==> src/rtl/turfio_pkg.sv <==
// Shared definitions for the TURFIO output-lane arbiter: byte width,
// delimiter value and the arbiter state encoding.
package turfio_pkg;

  localparam int TURFIO_BYTE_W = 8;
  localparam logic [TURFIO_BYTE_W-1:0] TURFIO_DELIM_BYTE = 8'h00;

  typedef enum logic [2:0] {
    ST_IDLE      = 3'd0,
    ST_EVT       = 3'd1,
    ST_REG       = 3'd2,
    ST_FLUSH_EVT = 3'd3,
    ST_FLUSH_REG = 3'd4,
    ST_DELIM     = 3'd5
  } arb_state_t;

endpackage

==> src/rtl/turfio_pkt_counter.sv <==
// Up-counter with enable and synchronous clear; SATURATE selects whether it
// sticks at all-ones or wraps to zero.
module turfio_pkt_counter #(
  parameter int W        = 16,
  parameter bit SATURATE = 1'b0
) (
  input  logic         clk,
  input  logic         rst_n,
  input  logic         clr,
  input  logic         en,
  output logic [W-1:0] cnt
);

  // Clear takes priority over a simultaneous count request.
  always_ff @(posedge clk or negedge rst_n) begin
    if (!rst_n) begin
      cnt <= '0;
    end else if (clr) begin
      cnt <= '0;
    end else if (en && !(SATURATE && (cnt == {W{1'b1}}))) begin
      cnt <= cnt + W'(1);
    end
  end

endmodule

==> src/rtl/turfio_dout_arb.sv <==
// Packet-granular arbiter between event data and register responses onto the
// TURFIO byte lane, with 0x00 framing and clean abort of underrun packets.
module turfio_dout_arb
  import turfio_pkg::*;
#(
  parameter int DELIM_BYTES   = 1,
  parameter int REG_BURST_MAX = 4,
  parameter int CNT_WIDTH     = 16
) (
  input  logic                     ifclk_i,
  input  logic                     aresetn,
  input  logic                     enable_i,
  input  logic [TURFIO_BYTE_W-1:0] s_evt_axis_tdata,
  input  logic                     s_evt_axis_tvalid,
  input  logic                     s_evt_axis_tlast,
  output logic                     s_evt_axis_tready,
  input  logic [TURFIO_BYTE_W-1:0] s_reg_axis_tdata,
  input  logic                     s_reg_axis_tvalid,
  input  logic                     s_reg_axis_tlast,
  output logic                     s_reg_axis_tready,
  output logic [TURFIO_BYTE_W-1:0] m_axis_tdata,
  output logic                     m_axis_tvalid,
  input  logic                     m_axis_tready,
  output logic                     underrun_o,
  input  logic                     underrun_clr_i,
  output logic [7:0]               underrun_cnt_o,
  output logic [CNT_WIDTH-1:0]     evt_pkt_cnt_o,
  output logic [CNT_WIDTH-1:0]     reg_pkt_cnt_o,
  output logic                     busy_o
);

  localparam int RUN_W = $clog2(REG_BURST_MAX + 1);
  localparam logic [RUN_W-1:0] RUN_MAX = RUN_W'(REG_BURST_MAX);
  localparam logic [3:0] DELIM_LAST = 4'(DELIM_BYTES - 1);

  arb_state_t       state;
  logic [RUN_W-1:0] run;
  logic [3:0]       delim_cnt;

  logic evt_sel, sel_valid, sel_last, in_pass, in_flush;
  logic pass_hs, underrun, flush_done, grant_reg, grant_evt;
  logic evt_done, reg_done;

  assign evt_sel    = (state == ST_EVT) || (state == ST_FLUSH_EVT);
  assign sel_valid  = evt_sel ? s_evt_axis_tvalid : s_reg_axis_tvalid;
  assign sel_last   = evt_sel ? s_evt_axis_tlast  : s_reg_axis_tlast;
  assign in_pass    = (state == ST_EVT) || (state == ST_REG);
  assign in_flush   = (state == ST_FLUSH_EVT) || (state == ST_FLUSH_REG);
  assign pass_hs    = in_pass && sel_valid && m_axis_tready;
  // The lane wanted a byte the granted source could not supply.
  assign underrun   = in_pass && m_axis_tready && !sel_valid;
  assign flush_done = in_flush && sel_valid && sel_last;
  assign grant_reg  = (state == ST_IDLE) && enable_i && s_reg_axis_tvalid &&
                      ((run < RUN_MAX) || !s_evt_axis_tvalid);
  assign grant_evt  = (state == ST_IDLE) && enable_i && !grant_reg && s_evt_axis_tvalid;
  assign evt_done   = (state == ST_EVT) && pass_hs && sel_last;
  assign reg_done   = (state == ST_REG) && pass_hs && sel_last;

  always_ff @(posedge ifclk_i or negedge aresetn) begin
    if (!aresetn) begin
      state     <= ST_IDLE;
      run       <= '0;
      delim_cnt <= '0;
    end else begin
      case (state)
        ST_IDLE: begin
          if (grant_reg) begin
            state <= ST_REG;
            if (run != RUN_MAX) run <= run + RUN_W'(1);
          end else if (grant_evt) begin
            state <= ST_EVT;
            run   <= '0;
          end
        end
        ST_EVT, ST_REG: begin
          if (pass_hs && sel_last) state <= ST_DELIM;
          else if (underrun)       state <= evt_sel ? ST_FLUSH_EVT : ST_FLUSH_REG;
        end
        ST_FLUSH_EVT, ST_FLUSH_REG: begin
          if (flush_done) state <= ST_DELIM;
        end
        ST_DELIM: begin
          if (m_axis_tready) begin
            if (delim_cnt == DELIM_LAST) begin
              state     <= ST_IDLE;
              delim_cnt <= '0;
            end else begin
              delim_cnt <= delim_cnt + 4'd1;
            end
          end
        end
        default: state <= ST_IDLE;
      endcase
    end
  end

  always_comb begin
    m_axis_tdata      = TURFIO_DELIM_BYTE;
    m_axis_tvalid     = 1'b0;
    s_evt_axis_tready = 1'b0;
    s_reg_axis_tready = 1'b0;
    case (state)
      ST_EVT: begin
        m_axis_tdata      = s_evt_axis_tdata;
        m_axis_tvalid     = s_evt_axis_tvalid;
        s_evt_axis_tready = m_axis_tready;
      end
      ST_REG: begin
        m_axis_tdata      = s_reg_axis_tdata;
        m_axis_tvalid     = s_reg_axis_tvalid;
        s_reg_axis_tready = m_axis_tready;
      end
      ST_FLUSH_EVT: s_evt_axis_tready = 1'b1;
      ST_FLUSH_REG: s_reg_axis_tready = 1'b1;
      ST_DELIM:     m_axis_tvalid     = 1'b1;
      default: ;
    endcase
  end

  // A clear in the same cycle as a new underrun leaves the flag low.
  always_ff @(posedge ifclk_i or negedge aresetn) begin
    if (!aresetn)            underrun_o <= 1'b0;
    else if (underrun_clr_i) underrun_o <= 1'b0;
    else if (underrun)       underrun_o <= 1'b1;
  end

  assign busy_o = (state != ST_IDLE);

  turfio_pkt_counter #(.W(CNT_WIDTH), .SATURATE(1'b0)) u_evt_cnt (
    .clk(ifclk_i), .rst_n(aresetn), .clr(1'b0), .en(evt_done), .cnt(evt_pkt_cnt_o)
  );

  turfio_pkt_counter #(.W(CNT_WIDTH), .SATURATE(1'b0)) u_reg_cnt (
    .clk(ifclk_i), .rst_n(aresetn), .clr(1'b0), .en(reg_done), .cnt(reg_pkt_cnt_o)
  );

  turfio_pkt_counter #(.W(8), .SATURATE(1'b1)) u_underrun_cnt (
    .clk(ifclk_i), .rst_n(aresetn), .clr(underrun_clr_i), .en(underrun), .cnt(underrun_cnt_o)
  );

endmodule

==> config.mk <==
export PLATFORM = sky130hd
export DESIGN_NAME = turfio_dout_arb
export DESIGN_NICKNAME = d
export VERILOG_FILES = /design/src/rtl/turfio_pkg.sv /design/src/rtl/turfio_pkt_counter.sv /design/src/rtl/turfio_dout_arb.sv
export SDC_FILE = /design/constraint.sdc
export NUM_CORES = 1
export LEC_CHECK = 0
export ABC_AREA = 1
export CORE_UTILIZATION = 52
export DETAILED_ROUTE_END_ITERATION = 8
export PLACE_DENSITY_LB_ADDON = 0.08
export SLEW_MARGIN = 20
export SYNTH_ARGS = -nofsm -noshare
export SYNTH_HDL_FRONTEND = slang
export SYNTH_HIERARCHICAL = 1
export SYNTH_SLANG_ARGS = --single-unit
==> constraint.sdc <==
create_clock -name ifclk_i -period 2.83 [get_ports ifclk_i]
set_clock_uncertainty 0.05 [all_clocks]
set_input_delay 0.7075 -clock ifclk_i [delete_from_list [all_inputs] [get_ports ifclk_i]]
set_output_delay 0.7075 -clock ifclk_i [all_outputs]
set_load 0.01 [all_outputs]
==> flow_metrics.env <==
export IMPL_clock_sinks=51
export IMPL_drt_iter0_markers=184
export IMPL_io_buffers=77
export IMPL_syn_cell_area_mm2=0.00331
export IMPL_initial_core_util_pct=55.0
export IMPL_net_switching_power_uw=929
export IMPL_fin_crit_sh_pct=96.2
export IMPL_cp_required_ns=2.07
export IMPL_cp_startpoint="m_axis_tready"
export IMPL_ir_worst_vdd_uv=461
export IMPL_rrSetupSlack_ns=0.62
export IMPL_cts_tree="built"
export IMPL_worstSetupPathType="input pin to primary output"
export IMPL_fin_ws_ns=0.109
export IMPL_cts_buffers=5
export IMPL_ys_seq_area_share_pct=38.5
export IMPL_ys_seq_elements=51
export IMPL_reg2regPathDepth=13
export IMPL_area_growth_pct=31.8
export IMPL_grt_pass1_wl_um=12800
export IMPL_worst_setup_path_end_kind="primary output"
export IMPL_num_io_pins=78
export IMPL_antenna_left=0
export IMPL_cp_num_cells=4
export IMPL_holdWs_ns=0.447
export IMPL_routedWlPerCell_um=11.7
export IMPL_clkPwrFrac_pct=22.0
export IMPL_grt_pass1_vias=3043
export IMPL_synth_area_per_cell_um2=6.91
export IMPL_crit_top_cell="clkdlybuf4s50_1"
export IMPL_worstPathArrival_ns=1.96
export IMPL_status="complete, no violations"
export IMPL_maxCapViolCount=0
export IMPL_dpl_hpwl_um=5720
export IMPL_dp_worst_setup_slack_ns=0.0216
export IMPL_num_rows=28
export IMPL_slew_headroom_pct=56.4
export IMPL_intPower_mw=1.48
export IMPL_rsz0062_at_grt="false"
export IMPL_dp_cells=642
export IMPL_crit_buf_inv=3
export IMPL_grt_max_degree=52
export IMPL_hold_class="input pin to async pin"
export IMPL_clk_pin_slew_ns=0.10
export IMPL_setup_viol=0
export IMPL_dieArea_mm2=0.00669
export IMPL_swShare_pct=38.6
export IMPL_holdBufCountCts=0
export IMPL_fin_util_pct=72.5
export IMPL_power_frac_seq_pct=36.4
export IMPL_die_width_um=81.8
export IMPL_hold_viol_final=0
export IMPL_dr_pass1_iters=5
export IMPL_drv_slew=0
export IMPL_grt_overflow=0
export IMPL_viasPerCell=5.06
export IMPL_fill_cells=501
export IMPL_cpLargestDelayFamily="buffers and inverters"
export IMPL_clk_latency_ns=0.31
export IMPL_clock_fmax_mhz=367
export IMPL_fin_nets=608
export IMPL_cts_buffer_depth=2
export IMPL_fp_coreArea_mm2=0.00603
export IMPL_powerDensity_mw_per_mm2=551
export IMPL_place_gp_congestion=0.913
export IMPL_worstPathCellList="clkdlybuf4s50_1 -> inv_1 -> a21oi_1 -> clkdlybuf4s50_1"
export IMPL_power_leakage_nw=2.05
export IMPL_vias=3299
export IMPL_final_cells=652
export IMPL_track_usage_pct=24.5
export IMPL_die_h_um=81.8
export IMPL_yosysUniqueCellTypes=32
export IMPL_comb_power_share_pct=41.6
export IMPL_diodes=0
export IMPL_postSynthCellCount=479
export IMPL_r2r_end="u_reg_cnt/cnt[15]$_DFFE_PN0P_"
export IMPL_drc_errors=0
export IMPL_tns_ns=0
export IMPL_start_kind="input pin"
export IMPL_drive_gt1_share_pct=12.0
export IMPL_worst_path_max_fanout=4
export IMPL_crit_end="s_evt_axis_tready"
export IMPL_reg2reg_from="state[0]$_DFFE_PN0P_"
export IMPL_wl_um=7640
export IMPL_cts_root_buf="clkbuf_8"
export IMPL_grt_antenna_before_repair=0
export IMPL_max_stage_delay_ns=0.56
export IMPL_yosys_warnings=6
export IMPL_htree_levels=2
export IMPL_period_minus_slack_ns=2.72
export IMPL_tightestPinTransition_ns=0.654
export IMPL_cpMaxStageDelayCell="clkdlybuf4s50_1"
[cell type report]
cell class / instances / area [µm²] / area share [%]
Inverter: 74 / 279 / 6.39
Tap cell: 75 / 93.8 / 2.15
Clock buffer: 5 / 68.8 / 1.58
Multi-Input combinational cell: 359 / 1780 / 40.7
Timing Repair Buffer: 84 / 820 / 18.8
Clock inverter: 3 / 46.3 / 1.06
Timing Repair inverter: 1 / 7.51 / 0.172
Sequential cell: 51 / 1280 / 29.2
[worst reg2reg max path: stages (launching register included)]
cell and delay (ns):
dfrtp_1 0.53, inv_2 0.10, nor2_1 0.17, nand2_1 0.12, nand2_4 0.11, nand3_2 0.14, nor2_1 0.22, nor2_2 0.12
nor2_4 0.14, nand3_1 0.08, nor2_1 0.16, nand2_1 0.07, nand2_1 0.06, nor2_1 0.03
[metal layers]
metal | share of wire (%) | wire length (µm) | up-vias | GRT usage (%)
li1 | - | - | 1689 | -
met1 | 46 | 3520 | 1520 | 31.2
met2 | 49 | 3740 | 86 | 42.4
met3 | 4.2 | 320 | 4 | 4.22
met4 | 0.80 | 61 | 0 | 7.19
met5 | 0 | 0 | - | 0
[cell families after synthesis]
kind of cell / Yosys count / synth area share, %
and+or+nand+nor: 280 / 38.8
xor gates and xnor gates: 5 / 1.32
AOI/OAI and AO/OA: 57 / 9.44
adders and majority gates: 7 / 2.64
buffers and inverters: 78 / 9.18
other: 1 / 0.113
DFF: 51 / 38.5
[registers in the layout, summed over array words and instances (netlist names)]
register and cells:
delim_cnt 4, run 3, u_underrun_cnt/cnt 8, state 3
u_evt_cnt/cnt 16, u_reg_cnt/cnt 16, underrun_o 1
[how the worst min path moves through the flow]
stage	endpoint	slack [ns]
2_1_floorplan	delim_cnt[0]$_DFFE_PN0P_	0.36
5_1_grt	underrun_o$_DFFE_PN0P_	0.50
3_5_place_dp	underrun_o$_DFFE_PN0P_	0.45
6_report	u_reg_cnt/cnt[7]$_DFFE_PN0P_	0.45
3_3_place_gp	underrun_o$_DFFE_PN0P_	0.44
4_1_cts	u_reg_cnt/cnt[7]$_DFFE_PN0P_	0.47
[placed cells by master (no fill, tap or decap), types with 7 or more instances in the layout]
master           count
a21oi_1             18
conb_1              10
dfrtp_1             51
nand2_2             11
o21ai_0             22
clkdlybuf4s50_1     74
inv_2                9
ha_1                 7
buf_4                7
nand3_1             27
inv_1               64
nand4_1              8
nand2_1            130
nor2_2              11
nor2_1              71
[through the flow]
stage / area [µm²] / power, mW
6_report: 4370 / 2.41
5_1_grt: 4370 / 2.58
4_1_cts: 4340 / 2.39
3_5_place_dp: 4230 / 1.85
3_3_place_gp: 4230 / 1.83
2_1_floorplan: 3350 / 1.50
[repair_timing]
action	in CTS	in global routing
setup endpoints to repair	2	3
hold endpoints to repair	0	0
pin swaps	0	0
setup buffers	0	1
resized for setup	2	3
cloned	0	1
[power groups by stage]
stage	logic, mW	clock network [mW]	registers, mW
after floorplan	0.638	0	0.866
after global placement	0.953	0	0.881
after detailed placement	0.968	0	0.882
after CTS	0.970	0.546	0.871
after global routing	1.13	0.572	0.883
final	1.00	0.529	0.875
[synthesized netlist by cell type (all sizes together)]
library cell  number  share of area, %
nand2            146                19
o21bai             4              0.91
nor2              86                11
ha                 7               2.6
o22ai              1              0.19
xor2               3              0.79
nand4             10               2.3
o21ai             28               4.3
nor3               6               1.2
clkinv             1              0.15
a211oi             2              0.45
inv               73               8.3
conb               1              0.11
a31oi              3              0.57
xnor2              2              0.53
dfrtp             51                39
a21oi             19               3.0
nand3             32               5.3
clkbuf             1              0.11
buf                3              0.64
Power figures use the tool's default switching activity.
